===== config.mk =====
export PLATFORM = sky130hd
export DESIGN_NAME = multicycle_controller
export DESIGN_NICKNAME = d
export VERILOG_FILES = /design/src/rtl/riscv_ctrl_pkg.sv /design/src/rtl/opcode_decoder.sv /design/src/rtl/multicycle_controller.sv
export SDC_FILE = /design/constraint.sdc
export NUM_CORES = 1
export LEC_CHECK = 0
export ABC_AREA = 1
export ABC_CLOCK_PERIOD_IN_PS = 5400
export BUFFER_PORTS_ARGS = -buffer_cell sky130_fd_sc_hd__buf_2
export CAP_MARGIN = 10
export CELL_PAD_IN_SITES_DETAIL_PLACEMENT = 1
export CELL_PAD_IN_SITES_GLOBAL_PLACEMENT = 1
export CORE_MARGIN = 10
export CORE_UTILIZATION = 37
export CTS_BUF_LIST = sky130_fd_sc_hd__clkbuf_8
export DETAILED_ROUTE_END_ITERATION = 8
export PLACE_DENSITY = 0.92
export SLEW_MARGIN = 25
export SYNTH_ARGS = -nofsm -noshare
export SYNTH_HDL_FRONTEND = slang
export SYNTH_HIERARCHICAL = 1
export SYNTH_SLANG_ARGS = --single-unit
export TNS_END_PERCENT = 50

===== constraint.sdc =====
create_clock -name clk -period 5.4 [get_ports clk]
set_input_delay 0.27 -clock clk [delete_from_list [all_inputs] [get_ports clk]]
set_output_delay 0.27 -clock clk [all_outputs]
set_load 0.1 [all_outputs]

===== src/rtl/riscv_ctrl_pkg.sv =====
// Shared encodings for the multicycle control unit:
// FSM states, opcode constants, instruction classes and mux selects.
package riscv_ctrl_pkg;

    typedef enum logic [2:0] {
        FETCH   = 3'd0,
        DECODE  = 3'd1,
        EXECUTE = 3'd2,
        MEM     = 3'd3,
        WB      = 3'd4,
        TRAP    = 3'd5
    } state_t;

    typedef enum logic [2:0] {
        CL_ALU,
        CL_LOAD,
        CL_STORE,
        CL_BRANCH,
        CL_JUMP,
        CL_ILLEGAL
    } op_class_t;

    localparam logic [6:0] OP_OP     = 7'b0110011;
    localparam logic [6:0] OP_IMM    = 7'b0010011;
    localparam logic [6:0] OP_LOAD   = 7'b0000011;
    localparam logic [6:0] OP_STORE  = 7'b0100011;
    localparam logic [6:0] OP_BRANCH = 7'b1100011;
    localparam logic [6:0] OP_JAL    = 7'b1101111;
    localparam logic [6:0] OP_JALR   = 7'b1100111;
    localparam logic [6:0] OP_LUI    = 7'b0110111;
    localparam logic [6:0] OP_AUIPC  = 7'b0010111;

    localparam logic [2:0] IMM_NONE = 3'd0;
    localparam logic [2:0] IMM_I    = 3'd1;
    localparam logic [2:0] IMM_S    = 3'd2;
    localparam logic [2:0] IMM_B    = 3'd3;
    localparam logic [2:0] IMM_U    = 3'd4;
    localparam logic [2:0] IMM_J    = 3'd5;

    localparam logic [1:0] PC_PLUS4  = 2'd0;
    localparam logic [1:0] PC_BRANCH = 2'd1;
    localparam logic [1:0] PC_JAL    = 2'd2;
    localparam logic [1:0] PC_JALR   = 2'd3;

    localparam logic [1:0] WB_ALU  = 2'd0;
    localparam logic [1:0] WB_MEM  = 2'd1;
    localparam logic [1:0] WB_PC4  = 2'd2;
    localparam logic [1:0] WB_IMMU = 2'd3;

endpackage


===== src/rtl/opcode_decoder.sv =====
// Combinational opcode decode: opcode -> imm_sel, wb_sel, alu_src_b, class.
// Unknown opcodes report CL_ILLEGAL.
module opcode_decoder
    import riscv_ctrl_pkg::*;
(
    input  logic [6:0] opcode,
    output logic [2:0] imm_sel,
    output logic [1:0] wb_sel,
    output logic       alu_src_b,
    output op_class_t  op_class
);

    always_comb begin
        imm_sel   = IMM_NONE;
        wb_sel    = WB_ALU;
        alu_src_b = 1'b1;
        op_class  = CL_ALU;
        unique case (1'b1)
            (opcode == OP_OP): begin
                alu_src_b = 1'b0;
            end
            (opcode == OP_IMM): begin
                imm_sel = IMM_I;
            end
            (opcode == OP_LOAD): begin
                imm_sel  = IMM_I;
                wb_sel   = WB_MEM;
                op_class = CL_LOAD;
            end
            (opcode == OP_STORE): begin
                imm_sel  = IMM_S;
                op_class = CL_STORE;
            end
            (opcode == OP_BRANCH): begin
                imm_sel   = IMM_B;
                alu_src_b = 1'b0;
                op_class  = CL_BRANCH;
            end
            (opcode == OP_JAL): begin
                imm_sel  = IMM_J;
                wb_sel   = WB_PC4;
                op_class = CL_JUMP;
            end
            (opcode == OP_JALR): begin
                imm_sel  = IMM_I;
                wb_sel   = WB_PC4;
                op_class = CL_JUMP;
            end
            (opcode == OP_LUI): begin
                imm_sel = IMM_U;
                wb_sel  = WB_IMMU;
            end
            (opcode == OP_AUIPC): begin
                imm_sel = IMM_U;
            end
            default: begin
                alu_src_b = 1'b0;
                op_class  = CL_ILLEGAL;
            end
        endcase
    end

endmodule


===== src/rtl/multicycle_controller.sv =====
// Multicycle RV32I control FSM: FETCH/DECODE/EXECUTE/MEM/WB plus sticky TRAP.
// Ports: clk, rst_n, inst, mem_ack, branch_taken in; memory, PC, WB controls out.
module multicycle_controller
    import riscv_ctrl_pkg::*;
#(
    parameter logic [31:0] RESET_PC    = 32'h0000_0000,
    parameter int          MEM_TIMEOUT = 16
) (
    input  logic        clk,
    input  logic        rst_n,
    input  logic [31:0] inst,
    input  logic        mem_ack,
    input  logic        branch_taken,
    output logic        mem_req,
    output logic        mem_we,
    output logic        addr_sel,
    output logic [31:0] ir,
    output logic [6:0]  opcode,
    output logic [2:0]  imm_sel,
    output logic        alu_src_b,
    output logic        pc_we,
    output logic [1:0]  pc_src,
    output logic        reg_we,
    output logic [1:0]  wb_sel,
    output logic [31:0] pc_init,
    output logic [2:0]  state,
    output logic        trap,
    output logic        trap_cause
);

    localparam int CW = $clog2(MEM_TIMEOUT + 1);
    localparam logic [CW-1:0] WAIT_LAST = CW'(MEM_TIMEOUT - 1);

    state_t        st;
    op_class_t     cls;
    logic          pc_we_q;
    logic [CW-1:0] wait_cnt;
    logic          hs;
    logic          stall;
    logic          expire;
    logic          store_done;

    // Decode straight off ir: it only changes on a fetch handshake,
    // so the selects hold for the whole instruction.
    opcode_decoder u_dec (
        .opcode    (opcode),
        .imm_sel   (imm_sel),
        .wb_sel    (wb_sel),
        .alu_src_b (alu_src_b),
        .op_class  (cls)
    );

    assign opcode  = ir[6:0];
    assign pc_init = RESET_PC;
    assign state   = st;

    assign hs     = mem_req & mem_ack;
    assign stall  = mem_req & ~mem_ack;
    assign expire = stall && (wait_cnt == WAIT_LAST);

    // Store completes in the ack cycle itself, so its PC bump
    // cannot wait for a register stage.
    assign store_done = (st == MEM) && mem_we && hs;
    assign pc_we      = pc_we_q | store_done;

    always_comb begin
        pc_src = PC_PLUS4;
        if (st == EXECUTE && cls == CL_BRANCH) begin
            pc_src = branch_taken ? PC_BRANCH : PC_PLUS4;
        end else if (st == WB && cls == CL_JUMP) begin
            pc_src = (imm_sel == IMM_J) ? PC_JAL : PC_JALR;
        end
    end

    always_ff @(posedge clk or negedge rst_n) begin
        if (!rst_n) begin
            st         <= FETCH;
            ir         <= '0;
            mem_req    <= 1'b0;
            mem_we     <= 1'b0;
            addr_sel   <= 1'b0;
            reg_we     <= 1'b0;
            pc_we_q    <= 1'b0;
            trap       <= 1'b0;
            trap_cause <= 1'b0;
            wait_cnt   <= '0;
        end else begin
            reg_we   <= 1'b0;
            pc_we_q  <= 1'b0;
            wait_cnt <= (stall && !expire) ? wait_cnt + 1'b1 : '0;
            unique case (st)
                FETCH: begin
                    if (expire) begin
                        st         <= TRAP;
                        mem_req    <= 1'b0;
                        trap       <= 1'b1;
                        trap_cause <= 1'b1;
                    end else if (hs) begin
                        ir      <= inst;
                        mem_req <= 1'b0;
                        st      <= DECODE;
                    end else begin
                        mem_req <= 1'b1;
                    end
                end
                DECODE: begin
                    if (cls == CL_ILLEGAL) begin
                        st         <= TRAP;
                        trap       <= 1'b1;
                        trap_cause <= 1'b0;
                    end else begin
                        st      <= EXECUTE;
                        pc_we_q <= (cls == CL_BRANCH);
                    end
                end
                EXECUTE: begin
                    unique case (1'b1)
                        (cls == CL_BRANCH): begin
                            st      <= FETCH;
                            mem_req <= 1'b1;
                        end
                        (cls == CL_LOAD || cls == CL_STORE): begin
                            st       <= MEM;
                            mem_req  <= 1'b1;
                            addr_sel <= 1'b1;
                            mem_we   <= (cls == CL_STORE);
                        end
                        default: begin
                            st      <= WB;
                            reg_we  <= 1'b1;
                            pc_we_q <= 1'b1;
                        end
                    endcase
                end
                MEM: begin
                    if (expire) begin
                        st         <= TRAP;
                        mem_req    <= 1'b0;
                        mem_we     <= 1'b0;
                        addr_sel   <= 1'b0;
                        trap       <= 1'b1;
                        trap_cause <= 1'b1;
                    end else if (hs) begin
                        mem_we   <= 1'b0;
                        addr_sel <= 1'b0;
                        if (mem_we) begin
                            st <= FETCH;
                        end else begin
                            st      <= WB;
                            mem_req <= 1'b0;
                            reg_we  <= 1'b1;
                            pc_we_q <= 1'b1;
                        end
                    end
                end
                WB: begin
                    st      <= FETCH;
                    mem_req <= 1'b1;
                end
                TRAP: begin
                    mem_req  <= 1'b0;
                    mem_we   <= 1'b0;
                    addr_sel <= 1'b0;
                end
                default: begin
                    st <= TRAP;
                end
            endcase
        end
    end

endmodule


# After elaboration in Yosys (flattened, before gate mapping)
# Cells that the tools add are included.
dict set report word_totals {
  out_inout_bits 89
  in_bits 36
  regBits 47
  wordCells 111
}
dict set report classes {
  addsub 1
  muxes 42
  bitwise_logic 6
  reduce_logical 24
  n_eq_ne 28
}
# op count
set ops {}
lappend ops {{3-bit one-hot mux with 5 select lines} 2}
lappend ops {{7-bit by 6-bit equality test with 1-bit output, second input constant} 3}
lappend ops {{7-bit equality test, second input constant} 3}
lappend ops {{1-bit two-way mux} 21}
lappend ops {{3-bit two-way mux} 6}
lappend ops {{3-bit one-hot mux with 6 select lines} 1}
lappend ops {{3-bit equality test, second input constant} 5}
lappend ops {{7-bit by 5-bit equality test with 1-bit output, second input constant} 2}
lappend ops {{3-bit by 2-bit equality test with 1-bit output, second input constant} 4}
lappend ops {{3-bit AND reduction} 4}
lappend ops {{3-bit != test, second input constant} 3}
lappend ops {{1-bit one-hot mux with 3 select lines} 3}
lappend ops {{2-bit OR reduction} 4}
lappend ops {{7-bit by 2-bit equality test with 1-bit output, second input constant} 1}
lappend ops {{7-bit OR reduction} 1}
lappend ops {{3-bit by 1-bit equality test with 1-bit output, second input constant} 2}
lappend ops {{1-bit logical AND} 6}
lappend ops {{1-bit one-hot mux with 2 select lines} 3}
lappend ops {{2-bit one-hot mux with 3 select lines} 1}
lappend ops {{3-bit one-hot mux with 2 select lines} 1}
lappend ops {{5-bit by 1-bit adder with 5-bit output, second input constant} 1}
lappend ops {{5-bit by 4-bit equality test with 1-bit output, second input constant} 1}
lappend ops {{5-bit two-way mux} 1}
lappend ops {{1-bit one-hot mux with 5 select lines} 1}
lappend ops {{other kinds (15)} 21}

# Longest topological paths before layout
# Gate-level depths: netlist of the first run.
dict set report logic_depth {
  word_depth 8
  mapped_depth 15
  mapped_depth_nobuf 15
}

# Modules after synthesis
# The synthesis of the first run kept the hierarchy.
# mod n_inst cells_per_inst area_each_um2 seq_area_each_um2
set by_module_without_submodules {}
lappend by_module_without_submodules {multicycle_controller 1 291 2572.5 1176.1}
lappend by_module_without_submodules {opcode_decoder 1 47 222.7 0.0}

# Worst setup path before layout of the first run
# OpenSTA, ideal clock, no wires.
dict set report synth_timing {
  kind {flip-flop to output port}
  start {register ir[5]}
  end {output port pc_src[1]}
  path_slack_ns 0.020
  path_buffers 0
  t_required_ns 5.130
  arrival_ns 5.110
  stages_incl_launch_ff 9
  path_cell_list {dfrtp_1 > nand2_1 > nor2_4 > nand2_2 > nand2_2 > nor2_2 > nand2_2 > nand2_1 > nor4_1}
}
dict set report synth_between {
  elab_chain_len 7
  word_cells_on_any_way 18
  classes_between {eq/ne (11); mux (3); reduce/logical (4)}
}
# item line
set synth_lines {}
lappend synth_lines {{from (decl)} multicycle_controller.sv:17} ;# output logic [31:0] ir,
lappend synth_lines {{from (signal assigned)} multicycle_controller.sv:99} ;# ir <= inst;
lappend synth_lines {{7-bit by 5-bit equality test with 1-bit output (tied with other cells)} opcode_decoder.sv:53} ;# (opcode == OP_AUIPC): begin
lappend synth_lines {{4-bit OR reduction (no source line) or 2-bit OR reduction (tied branches)} n/a}
lappend synth_lines {{3-bit one-hot mux with 5 select lines *} opcode_decoder.sv:18} ;# unique case (1'b1)
lappend synth_lines {{named net cls[0]} multicycle_controller.sv:35} ;# op_class_t cls;
lappend synth_lines {{3-bit equality test} multicycle_controller.sv:70} ;# end else if (st == WB && cls == CL_JUMP) begin
lappend synth_lines {{1-bit logical AND} multicycle_controller.sv:70}
lappend synth_lines {{2-bit two-way mux} multicycle_controller.sv:70}
lappend synth_lines {{2-bit two-way mux *} multicycle_controller.sv:68} ;# if (st == EXECUTE && cls == CL_BRANCH) begin
lappend synth_lines {{to (decl)} multicycle_controller.sv:22} ;# output logic [1:0] pc_src,
# Mark *: on every way through the listed nets, which the timed path passes. The rest lies on a longest branch.

# Final worst setup path of the first run
dict set report layout_timing {
  start {register ir[6]}
  end {output port pc_src[0]}
}
# The elaborated chain is that of the path after synthesis.

==> impl_metrics.py, run 1 <==
metrics = {
    "timing": {
        "hold-worst-slack_ns": -0.01452,
        "slew_violations": 0,
        "maxSlewHeadroom_pct": 40.34,
        "setup_tns_ns": 0,
        "rsz0062_at_grt": "no",
        "fin_worst_skew_ns": 0.01197,
        "min_period_ns": 2.642,
        "setup_viol": 0,
        "tightest_slew_ns": 0.8949,
        "fin_crit_sh_pct": 48.92,
        "fin_ws_ns": 2.758,
        "max_freq_ghz": 0.3785,
        "hold_viol_final": 32,
    },
    "synth": {
        "synth-simple-area-share_pct": 22.34,
        "synth_top_cell_by_area": "dfrtp_1",
        "synth.most_common_cell": "nand2_1",
        "synth_common_cells": "nand2_1 (72), inv_1 (53), dfrtp_1 (47), buf_4 (39), o21ai_2 (32)",
        "synth_edf_count": 0,
        "synth_xor_area_share_pct": 0,
        "synth.avg_cell_area_um2": 8.270,
        "synth_top_family_by_area": "simple AND/OR/NAND/NOR gates",
        "yosysWarnings": 6,
        "ys_top_cells_by_area": "dfrtp_1 (42%), buf_4 (10%), o21ai_2 (10%)",
        "synth.distinct_cells": 28,
        "yosys.area.top_type_share_pct": 42.08,
        "netlist_instances": 338,
        "synth_compound_area_share_pct": 13.61,
        "synth_area_um2": 2795,
        "seq_area_frac_synth_pct": 42.08,
        "synth_seq_cells": 47,
        "synthFlopType": "dfrtp_1",
        "synth-adder-area-share_pct": 0.8953,
        "async_flop_share_pct": 100.0,
        "synth.area.mux_share_pct": 0,
    },
    "drt": {
        "met1_length_um": 2729,
        "top_layer": "met4",
        "drt-initial-drc-count": 62,
        "antenna_left": 0,
        "route.met3.wl_um": 990,
        "routed_wl_um": 7493,
        "wl_per_cell_um": 14.35,
        "wl_met2_um": 3743,
        "drcViolationCount": 0,
        "routed_via_density": 4.504,
        "first_pass_iters": 4,
        "dr_total_vias": 2351,
    },
    "pwr": {
        "internal_power_mw": 0.4791,
        "p_leak_nw": 1.891,
        "ir_worst_vdd_v": 0.00009690,
        "switching_share_pct": 32.87,
        "combPwrFrac_pct": 17.5,
        "p_switching_mw": 0.2346,
        "power_frac_clock_pct": 33.3,
        "p_total_mw": 0.7136,
        "p_seq_share_pct": 49.3,
        "power_density_nw_per_um2": 220.9,
    },
    "setup_path": {
        "worstPathCellList": "nor2_1 -> nand3_2 -> nand2_2 -> nor2_2 -> nand2_2 -> nand2_1 -> nor3_1 -> nand3_1 -> o21ai_0 -> buf_2",
        "cp-end-kind": "primary output",
        "slowest_stage": "dfrtp_1",
        "critPathArrivalTime_ns": 2.37,
        "critPathLaunchType": "register",
        "crit_type": "reg -> out",
        "required_ns": 5.13,
        "cp_max_fo": 9,
        "cpMostUsedCell": "nand2_2",
        "slowest_delay_ns": 0.50,
    },
    "final_layout": {
        "num-fill-cells": 954,
        "layout-drive-gt1-share_pct": 35.46,
        "final_core_utilization_pct": 44.30,
        "layout.nets": 460,
        "antenna_cells": 0,
        "fin_cells": 522,
        "design_area_um2": 3231,
        "syn_to_final_growth_pct": 15.58,
    },
    "die": {
        "initial_core_util_pct": 38.33,
        "die_area_um2": 11430,
        "fp.dieW_um": 106.9,
        "coreArea_um2": 7292,
        "rows": 31,
        "io_pins": 125,
        "die-height_um": 106.9,
    },
    "placement": {
        "dpl_worst_slack_ns": 3.079,
        "place_area_um2": 3127,
        "dp.cells": 514,
        "gp_congestion": 0.8363,
        "numPortBuffers": 92,
        "hpwlAfterDp_um": 6137,
    },
    "clock_network": {
        "clk_latency_ns": 0.29,
        "root_buffer": "clkbuf_8",
        "cts_sinks": 47,
        "tritoncts": "yes",
        "postCtsHoldBufs": 0,
        "clk_path_buf_depth": 2,
        "cts_resized": 0,
        "clk_pin_slew_worst_paths_ns": 0.09,
        "cts.htree.levels": 2,
        "post_cts_buffers": 0,
        "cts_buffers": 5,
    },
    "global_routing": {
        "grt_pass1_vias": 2608,
        "grt_pass1_wl_um": 12430,
        "antenna_found_initial": 0,
        "gr-usage-all-layers_pct": 13.01,
        "grt-ovfl-total": 0,
        "grt_max_degree": 65,
    },
    "run_status": {
        "violations": "negative hold slack",
        "status": "finished with violations",
    },
    "run": {
        "maxCapViolCount": 0,
    },
    "min_path": {
        "hp-class": "in -> async",
    },
}
-- cells by family after synthesis --
logic type | after synthesis
and+or+nand+nor | 135
buffers and inverters | 103
AOI/OAI and AO/OA | 50
DFF | 47
adders and majority gates | 2
other | 1
-- area by class of cell --
| cell class | count | area, um^2 | area share [%] |
|---|---|---|---|
| Timing Repair Buffer | 92 | 462.9 | 14.33 |
| Clock buffer | 7 | 96.34 | 2.982 |
| Sequential cell | 47 | 1176 | 36.41 |
| Inverter | 57 | 214.0 | 6.623 |
| Multi-Input combinational cell | 219 | 1150 | 35.59 |
| Tap cell | 99 | 123.9 | 3.834 |
| Clock inverter | 1 | 7.507 | 0.2324 |
-- critical path: cells and delay by family (launching register included) --
kind                   cells  cell delay, ns
AOI/OAI and AO/OA          1            0.07
DFF                        1            0.50
and+or+nand+nor            8            1.07
buffers and inverters      1            0.45
-- routing by layer --
metal / vias to the layer above / GRT usage (%)
met1: 1130 / 12.90
li1: 1138 / -
met4: 0 / 2.611
met3: 2 / 8.263
met2: 81 / 22.61
met5: - / 0
-- registers in the layout (all words and copies together) (netlist names) --
name and flops:
ir 32, state 3, reg_we 1, pc_we_q 1
trap 1, mem_req 1, wait_cnt 5, mem_we 1
trap_cause 1, addr_sel 1
-- layout by cell type, fill, tap and decap left out, drive strengths merged, types with 2 or more instances in the layout --
cell type   n
buf        92
nand2      77
inv        57
dfrtp      47
o21ai      43
conb       32
nor2       24
nand3      22
clkbuf      7
nand3b      4
a21oi       3
nor3        3
nand4       2
o21bai      2
ha          2
-- final timing paths --
| check | start | endpoint | slack (ns) | cells past startpoint |
|---|---|---|---|---|
| min reg2reg | wait_cnt[0]$_DFF_PN0_ | wait_cnt[0]$_DFF_PN0_ | 0.48 | 1 |
| min in group clk | inst[22] | ir[22]$_DFFE_PN0P_ | 0.21 | 3 |
| min | rst_n | ir[13]$_DFFE_PN0P_ | -0.01 | 1 |
| max | ir[6]$_DFFE_PN0P_ | pc_src[0] | 2.76 | 10 |
| max in group asynchronous | rst_n | ir[6]$_DFFE_PN0P_ | 4.99 | 1 |
| max reg2reg | ir[4]$_DFFE_PN0P_ | trap_cause$_DFFE_PN0P_ | 3.33 | 11 |
-- power groups by stage --
stage                     clock, mW  sequential [mW]  combinational (mW)
after floorplan                   0            0.359               0.121
after global placement            0            0.359               0.123
after detailed placement          0            0.359               0.124
after CTS                     0.247            0.352               0.124
after global routing          0.259            0.352               0.131
final                         0.237            0.352               0.125
(Power assumes the default switching activity.)
==> run 2, diff against run 1 <==
--- a/config.mk
+++ b/config.mk
@@ -6,16 +6,16 @@
 export NUM_CORES = 1
 export LEC_CHECK = 0
 export ABC_AREA = 1
-export ABC_CLOCK_PERIOD_IN_PS = 5400
+export ABC_CLOCK_PERIOD_IN_PS = 2300
 export BUFFER_PORTS_ARGS = -buffer_cell sky130_fd_sc_hd__buf_2
 export CAP_MARGIN = 10
 export CELL_PAD_IN_SITES_DETAIL_PLACEMENT = 1
 export CELL_PAD_IN_SITES_GLOBAL_PLACEMENT = 1
 export CORE_MARGIN = 10
-export CORE_UTILIZATION = 37
+export CORE_UTILIZATION = 31
 export CTS_BUF_LIST = sky130_fd_sc_hd__clkbuf_8
 export DETAILED_ROUTE_END_ITERATION = 8
-export PLACE_DENSITY = 0.92
+export PLACE_DENSITY = 0.82
 export SLEW_MARGIN = 25
 export SYNTH_ARGS = -nofsm -noshare
 export SYNTH_HDL_FRONTEND = slang
==> constraint.sdc (replaced) <==
create_clock -name clk -period 2.3 [get_ports clk]
set_input_delay 0.115 -clock clk [delete_from_list [all_inputs] [get_ports clk]]
set_output_delay 0.115 -clock clk [all_outputs]
set_load 0.1 [all_outputs]
==> run 2 against run 1 <==
Against the previous run: the run now ends clean; hold slack improved by 0.064 ns; flip-flop and latch count did not move; register-to-register slack got worse by 3.1 ns; clock-buffer cell count fell by 1; final cell count rose by 2.7%; via count fell by 0.26%; utilization fell by 4.4 points; setup slack got worse by 2.7 ns; clock skew fell by 0.0031 ns; non-clock buffer count rose by 5; largest cell class is now multi-input combinational cells; highest routed layer is now met5.
==> impl_metrics.py, run 2 (same netlist as run 1, synthesis figures left out) <==
metrics = {
    "clock_network": {
        "cts_buffers": 5,
        "clk_latency_ns": 0.30,
        "cts.htree.levels": 2,
        "tritoncts": "yes",
        "cts_sinks": 47,
        "clk_path_buf_depth": 2,
        "root_buffer": "clkbuf_8",
        "clk_pin_slew_worst_paths_ns": 0.09,
    },
    "final_layout": {
        "mostFrequentLayoutCells": "buf_2 (90), nand2_1 (65), inv_1 (51)",
        "final_common_cell": "buf_2",
        "num-fill-cells": 1090,
        "regMostFlops": "ir",
        "multiInputGateArea_um2": 1300,
        "antenna_cells": 0,
        "largest_register_ffs": 32,
        "syn_to_final_growth_pct": 24.98,
        "layout.nets": 465,
        "seqCellArea_um2": 1202,
        "layout-drive-gt1-share_pct": 42.06,
    },
    "timing": {
        "hold_viol_final": 0,
        "hold-worst-slack_ns": 0.04915,
        "max_freq_ghz": 0.4546,
        "slew_violations": 0,
        "min_period_ns": 2.200,
        "maxSlewHeadroom_pct": 46.94,
        "setup_viol": 0,
        "rsz0062_at_grt": "yes",
        "fin_worst_skew_ns": 0.008844,
        "tightest_slew_ns": 0.7960,
        "fin_ws_ns": 0.1002,
        "fin_crit_sh_pct": 95.64,
    },
    "die": {
        "die_area_um2": 13210,
        "coreArea_um2": 8763,
        "die-height_um": 115.0,
        "initial_core_util_pct": 31.90,
        "io_pins": 125,
        "fp.dieW_um": 115.0,
        "rows": 34,
    },
    "drt": {
        "wl_per_cell_um": 14.38,
        "routed_via_density": 4.375,
        "drcViolationCount": 0,
        "dr_total_vias": 2345,
        "drt-initial-drc-count": 48,
        "routed_wl_um": 7710,
        "first_pass_iters": 4,
        "antenna_left": 0,
    },
    "setup_path": {
        "crit_type": "reg -> out",
        "worstRegToRegCells": 13,
        "r2r_start": "ir[3]$_DFFE_PN0P_",
        "critPathArrivalTime_ns": 2.08,
        "required_ns": 2.18,
        "critPathLaunchType": "register",
        "cp-end-kind": "primary output",
        "cp_max_fo": 7,
        "rrSetupSlack_ns": 0.26,
        "timing.rr.end": "mem_req$_DFFE_PN0P_",
    },
    "placement": {
        "dpl_worst_slack_ns": 0.1662,
        "numPortBuffers": 92,
        "gp_congestion": 0.8269,
        "hpwlAfterDp_um": 6409,
    },
    "global_routing": {
        "grt_pass1_wl_um": 12270,
        "grt_pass1_vias": 2435,
        "gr-usage-all-layers_pct": 11.34,
        "grt_max_degree": 36,
        "grt-ovfl-total": 0,
        "antenna_found_initial": 1,
    },
    "pwr": {
        "combPwrFrac_pct": 18.1,
        "power_density_nw_per_um2": 465.8,
        "power_frac_clock_pct": 31.2,
        "ir_worst_vdd_v": 0.0001899,
        "p_leak_nw": 1.968,
        "switching_share_pct": 32.97,
        "p_seq_share_pct": 50.7,
        "p_switching_mw": 0.5364,
        "internal_power_mw": 1.091,
    },
    "min_path": {
        "holdPathStages": 3,
        "hp-class": "in -> reg",
        "min_from": "inst[0]",
        "holdPathEnd": "ir[0]$_DFFE_PN0P_",
    },
    "run": {
        "maxCapViolCount": 0,
    },
    "run_status": {
        "status": "finished, final reports clean",
    },
}
==> run 2: timing repair <==
item,CTS,global route
setup endpoints to repair,1,2
pin swaps,0,7
hold buffers,1,0
resized for setup,3,12
endpoints found under the hold margin,34,0
setup buffers,0,2
==> run 2: how the worst max path moves through the flow <==
stage	start	endpoint	slack (ns)	depth (start not counted)
2_1_floorplan	ir[4]$_DFFE_PN0P_	pc_src[1]	-0.29	9
3_3_place_gp	ir[1]$_DFFE_PN0P_	pc_src[0]	0.36	10
3_5_place_dp	ir[3]$_DFFE_PN0P_	trap_cause$_DFFE_PN0P_	0.17	9
4_1_cts	ir[4]$_DFFE_PN0P_	pc_src[0]	0.004	12
5_1_grt	ir[4]$_DFFE_PN0P_	pc_src[0]	-0.04	12
6_report	ir[3]$_DFFE_PN0P_	pc_src[0]	0.10	10
==> run 2: layout make-up <==
cell class,instances,area share [%]
Multi-Input combinational cell,219,37.21
Sequential cell,47,34.42
Timing Repair Buffer,97,15.54
Inverter,57,6.340
Tap cell,108,3.868
Clock buffer,6,2.364
Clock inverter,2,0.2507
==> run 2: critical path, cell delays in order (launching register included) <==
cell and delay, ns:
dfrtp_4 0.52, nor2_4 0.14, nand2_2 0.11, inv_1 0.08, nand3_1 0.13, nand2_4 0.13
nand2_4 0.07, inv_4 0.10, nand4_1 0.13, o21ai_4 0.20, buf_12 0.19
==> run 2: layer usage <==
| layer | track usage, % | wire (um) | share of wire (%) | up-vias |
|---|---|---|---|---|
| met2 | 20.20 | 4001 | 52 | 70 |
| met5 | 0 | 13 | 0.17 | - |
| met4 | 2.970 | 85 | 1.1 | 2 |
| met3 | 4.010 | 638 | 8.3 | 8 |
| li1 | - | - | - | 1154 |
| met1 | 12.48 | 2970 | 39 | 1111 |
==> run 2: power by group through the flow <==
stage / Combinational (mW) / Clock (mW) / Sequential, mW
after floorplan: 0.285 / 0 / 0.842
after global placement: 0.291 / 0 / 0.842
after detailed placement: 0.292 / 0 / 0.842
after CTS: 0.294 / 0.534 / 0.825
after global routing: 0.309 / 0.573 / 0.825
final: 0.294 / 0.508 / 0.825
==> run 2: through the flow <==
step	power (mW)	utilization (%)	std cells	instance area [um^2]	setup TNS, ns
floorplan	1.127	-	369	3044	-0.3826
global placement	1.133	37.95	525	3326	0
detailed placement	1.135	37.95	525	3326	0
CTS	1.653	39.21	534	3436	0
global route	1.707	39.86	536	3493	-0.05076
finish	1.627	39.86	536	3493	0
==> run 3, diff against run 2 <==
--- a/config.mk
+++ b/config.mk
@@ -6,19 +6,18 @@
 export NUM_CORES = 1
 export LEC_CHECK = 0
 export ABC_AREA = 1
-export ABC_CLOCK_PERIOD_IN_PS = 2300
+export ABC_CLOCK_PERIOD_IN_PS = 2100
 export BUFFER_PORTS_ARGS = -buffer_cell sky130_fd_sc_hd__buf_2
 export CAP_MARGIN = 10
 export CELL_PAD_IN_SITES_DETAIL_PLACEMENT = 1
 export CELL_PAD_IN_SITES_GLOBAL_PLACEMENT = 1
 export CORE_MARGIN = 10
-export CORE_UTILIZATION = 31
+export CORE_UTILIZATION = 34
 export CTS_BUF_LIST = sky130_fd_sc_hd__clkbuf_8
 export DETAILED_ROUTE_END_ITERATION = 8
-export PLACE_DENSITY = 0.82
+export PLACE_DENSITY = 0.85
 export SLEW_MARGIN = 25
 export SYNTH_ARGS = -nofsm -noshare
 export SYNTH_HDL_FRONTEND = slang
-export SYNTH_HIERARCHICAL = 1
 export SYNTH_SLANG_ARGS = --single-unit
 export TNS_END_PERCENT = 50
==> constraint.sdc (replaced) <==
create_clock -name clk -period 2.1 [get_ports clk]
set_input_delay 0.105 -clock clk [delete_from_list [all_inputs] [get_ports clk]]
set_output_delay 0.105 -clock clk [all_outputs]
set_load 0.1 [all_outputs]
==> run 3 against run 2 <==
Against the previous run: final area is 9.8% lower; register-to-register slack gained 0.09 ns; hold slack worse by 0.019 ns; critical path depth down 4; clock skew shrank 0.00065 ns; final cell count shrank 15%; flip-flop and latch count unchanged; combinational power up 4%; largest power group unchanged; highest routed layer is now met4.
==> impl_metrics.py, run 3 <==
metrics = {
    "min_path": {
        "hp-class": "in -> reg",
        "min_from": "inst[0]",
        "holdPathEnd": "ir[0]$_DFFE_PN0P_",
        "holdPathStages": 2,
    },
    "synth": {
        "async_flop_share_pct": 100.0,
        "synth_area_um2": 2561,
        "synth.avg_cell_area_um2": 9.776,
        "ys_top_cells_by_area": "dfrtp_1 (46%), mux2_4 (12%), buf_4 (11%)",
        "synth_seq_cells": 47,
        "netlist_instances": 262,
        "synth_common_cells": "dfrtp_1 (47), buf_4 (39), nand2_1 (39), inv_1 (27), nor2_1 (27)",
        "seq_area_frac_synth_pct": 45.92,
        "synth_edf_count": 0,
        "synth.most_common_cell": "dfrtp_1",
        "synth_top_cell_by_area": "dfrtp_1",
        "yosys.area.top_type_share_pct": 45.92,
        "synth.distinct_cells": 26,
        "synthFlopType": "dfrtp_1",
        "yosysWarnings": 0,
    },
    "pwr": {
        "p_switching_mw": 0.5843,
        "combPwrFrac_pct": 17.5,
        "p_seq_share_pct": 52.0,
        "power_frac_clock_pct": 30.5,
        "p_total_mw": 1.739,
        "power_density_nw_per_um2": 551.8,
        "p_leak_nw": 1.804,
        "ir_worst_vdd_v": 0.0003076,
        "internal_power_mw": 1.155,
        "switching_share_pct": 33.59,
    },
    "placement": {
        "gp_congestion": 0.7871,
        "hpwlAfterDp_um": 5955,
        "numPortBuffers": 92,
        "dpl_worst_slack_ns": 0.3345,
    },
    "drt": {
        "routed_wl_um": 7293,
        "drt-initial-drc-count": 41,
        "routed_via_density": 4.403,
        "antenna_left": 0,
        "drcViolationCount": 0,
        "dr_total_vias": 1999,
        "first_pass_iters": 4,
        "wl_per_cell_um": 16.06,
    },
    "die": {
        "die-height_um": 106.8,
        "io_pins": 125,
        "initial_core_util_pct": 35.12,
        "die_area_um2": 11400,
        "rows": 31,
        "fp.dieW_um": 106.8,
        "coreArea_um2": 7292,
    },
    "global_routing": {
        "met2_usage_pct": 22.91,
        "gr-usage-all-layers_pct": 12.90,
        "grt-ovfl-total": 0,
        "grt_pass1_vias": 2264,
        "grtUsageMet3_pct": 5.928,
        "grt_pass1_wl_um": 12030,
        "gr-usage-met1_pct": 13.73,
        "grt_max_degree": 38,
        "antenna_found_initial": 0,
        "top_usage_layer": "met2",
    },
    "timing": {
        "tightest_slew_ns": 0.6447,
        "hold_viol_final": 0,
        "fin_worst_skew_ns": 0.008198,
        "setup_viol": 0,
        "maxSlewHeadroom_pct": 57.02,
        "fin_ws_ns": 0.1555,
        "max_freq_ghz": 0.5143,
        "fin_crit_sh_pct": 92.60,
        "min_period_ns": 1.945,
        "slew_violations": 0,
    },
    "final_layout": {
        "seqCellArea_um2": 1199,
        "final_common_cell": "buf_2",
        "antenna_cells": 0,
        "multiInputGateArea_um2": 1106,
        "layout-drive-gt1-share_pct": 42.25,
        "regMostFlops": "ir",
        "largest_register_ffs": 32,
        "final_core_utilization_pct": 43.22,
        "layout.nets": 392,
        "num-fill-cells": 900,
        "mostFrequentLayoutCells": "buf_2 (87), nand2_1 (38), dfrtp_1 (37)",
        "syn_to_final_growth_pct": 23.06,
    },
    "setup_path": {
        "cp_max_fo": 6,
        "crit_type": "reg -> out",
        "rrSetupSlack_ns": 0.35,
        "critPathLaunchType": "register",
        "crit_path_start": "state[2]$_DFFE_PN0P_",
        "worstRegToRegCells": 12,
        "required_ns": 2.00,
        "cp-end-kind": "primary output",
        "critPathArrivalTime_ns": 1.84,
        "r2r_start": "wait_cnt[0]$_DFF_PN0_",
        "timing.rr.end": "state[0]$_DFFE_PN0P_",
    },
    "clock_network": {
        "clk_pin_slew_worst_paths_ns": 0.09,
        "root_buffer": "clkbuf_8",
        "cts.htree.levels": 2,
        "cts_sinks": 47,
        "tritoncts": "yes",
        "clk_latency_ns": 0.30,
        "clk_path_buf_depth": 2,
        "cts_buffers": 5,
        "post_cts_buffers": 0,
    },
    "run_status": {
        "status": "finished, final reports clean",
    },
    "run": {
        "maxCapViolCount": 0,
    },
}
## run 3: cell types whose count changed in the layout (fill, tap and decap cells not counted), sizes merged, moves of 2 or more
cell and delta:
nand2 -36, nand3 -5, a21oi +5, inv -29, nor3 -2, o21ai -34
buf -3, mux2 +27, nor2 +4, nand4 +3, nand3b -3
## run 3: final cells by class
| class | count | area share (%) |
|---|---|---|
| sequential | 47 | 38.03 |
| clock buffer | 5 | 2.183 |
| tap | 99 | 3.930 |
| multi-input combinational | 176 | 35.09 |
| inverter | 28 | 3.533 |
| timing repair buffer | 96 | 16.83 |
| clock inverter | 3 | 0.3970 |
## run 3: kinds of logic after synthesis
kind of cell | synth area share [%]
flip-flops | 45.92
AO/OA/AOI/OAI | 4.495
other | 0.1464
AND/OR/NAND/NOR | 16.27
multiplexers | 14.80
buffers and inverters | 17.39
adder cells (fa/ha/maj) | 0.9769
## run 3: power by group through the flow
stage / Clock [mW] / Sequential [mW] / Combinational (mW)
CTS: 0.564 / 0.904 / 0.304
global route: 0.597 / 0.904 / 0.317
floorplan: 0 / 0.923 / 0.295
finish: 0.530 / 0.904 / 0.305
global placement: 0 / 0.922 / 0.299
detailed placement: 0 / 0.922 / 0.302
## run 3: worst max path at each step
stage,end,slack [ns],cells past startpoint
after floorplan,pc_src[0],-0.12,7
after global placement,alu_src_b,0.32,6
after detailed placement,pc_src[0],0.33,6
after CTS,alu_src_b,0.01,6
after global routing,pc_we,-0.003,6
final,pc_we,0.16,6
## run 3: what timing repair did
item | 4_1_cts | 5_1_grt
setup endpoints to repair | 1 | 5
hold buffers | 1 | 0
hold endpoints to repair | 26 | 0
resized for setup | 1 | 5
## run 3: stage by stage
step           cell area, um^2  hold slack, ns    TNS, ns  instances
2_1_floorplan             2745         -0.1906    -0.2412        293
3_3_place_gp              3044          0.1454          0        445
3_5_place_dp              3044          0.1717          0        445
4_1_cts                   3138         0.01895          0        454
5_1_grt                   3152        0.008654  -0.002509        454
6_report                  3152         0.02975          0        454
## run 3: critical path, cell delays in order (launching register included)
cell      delay (ns)
dfrtp_2         0.44
inv_1           0.15
nand3_1         0.16
inv_1           0.16
nand2_1         0.14
o21bai_4        0.15
clkbuf_4        0.35
## run 3: layer usage
metal | vias to the layer above | wire length (um)
met4 | 0 | 32
met2 | 74 | 3794
met5 | - | 0
met1 | 965 | 2822
li1 | 956 | -
met3 | 4 | 644
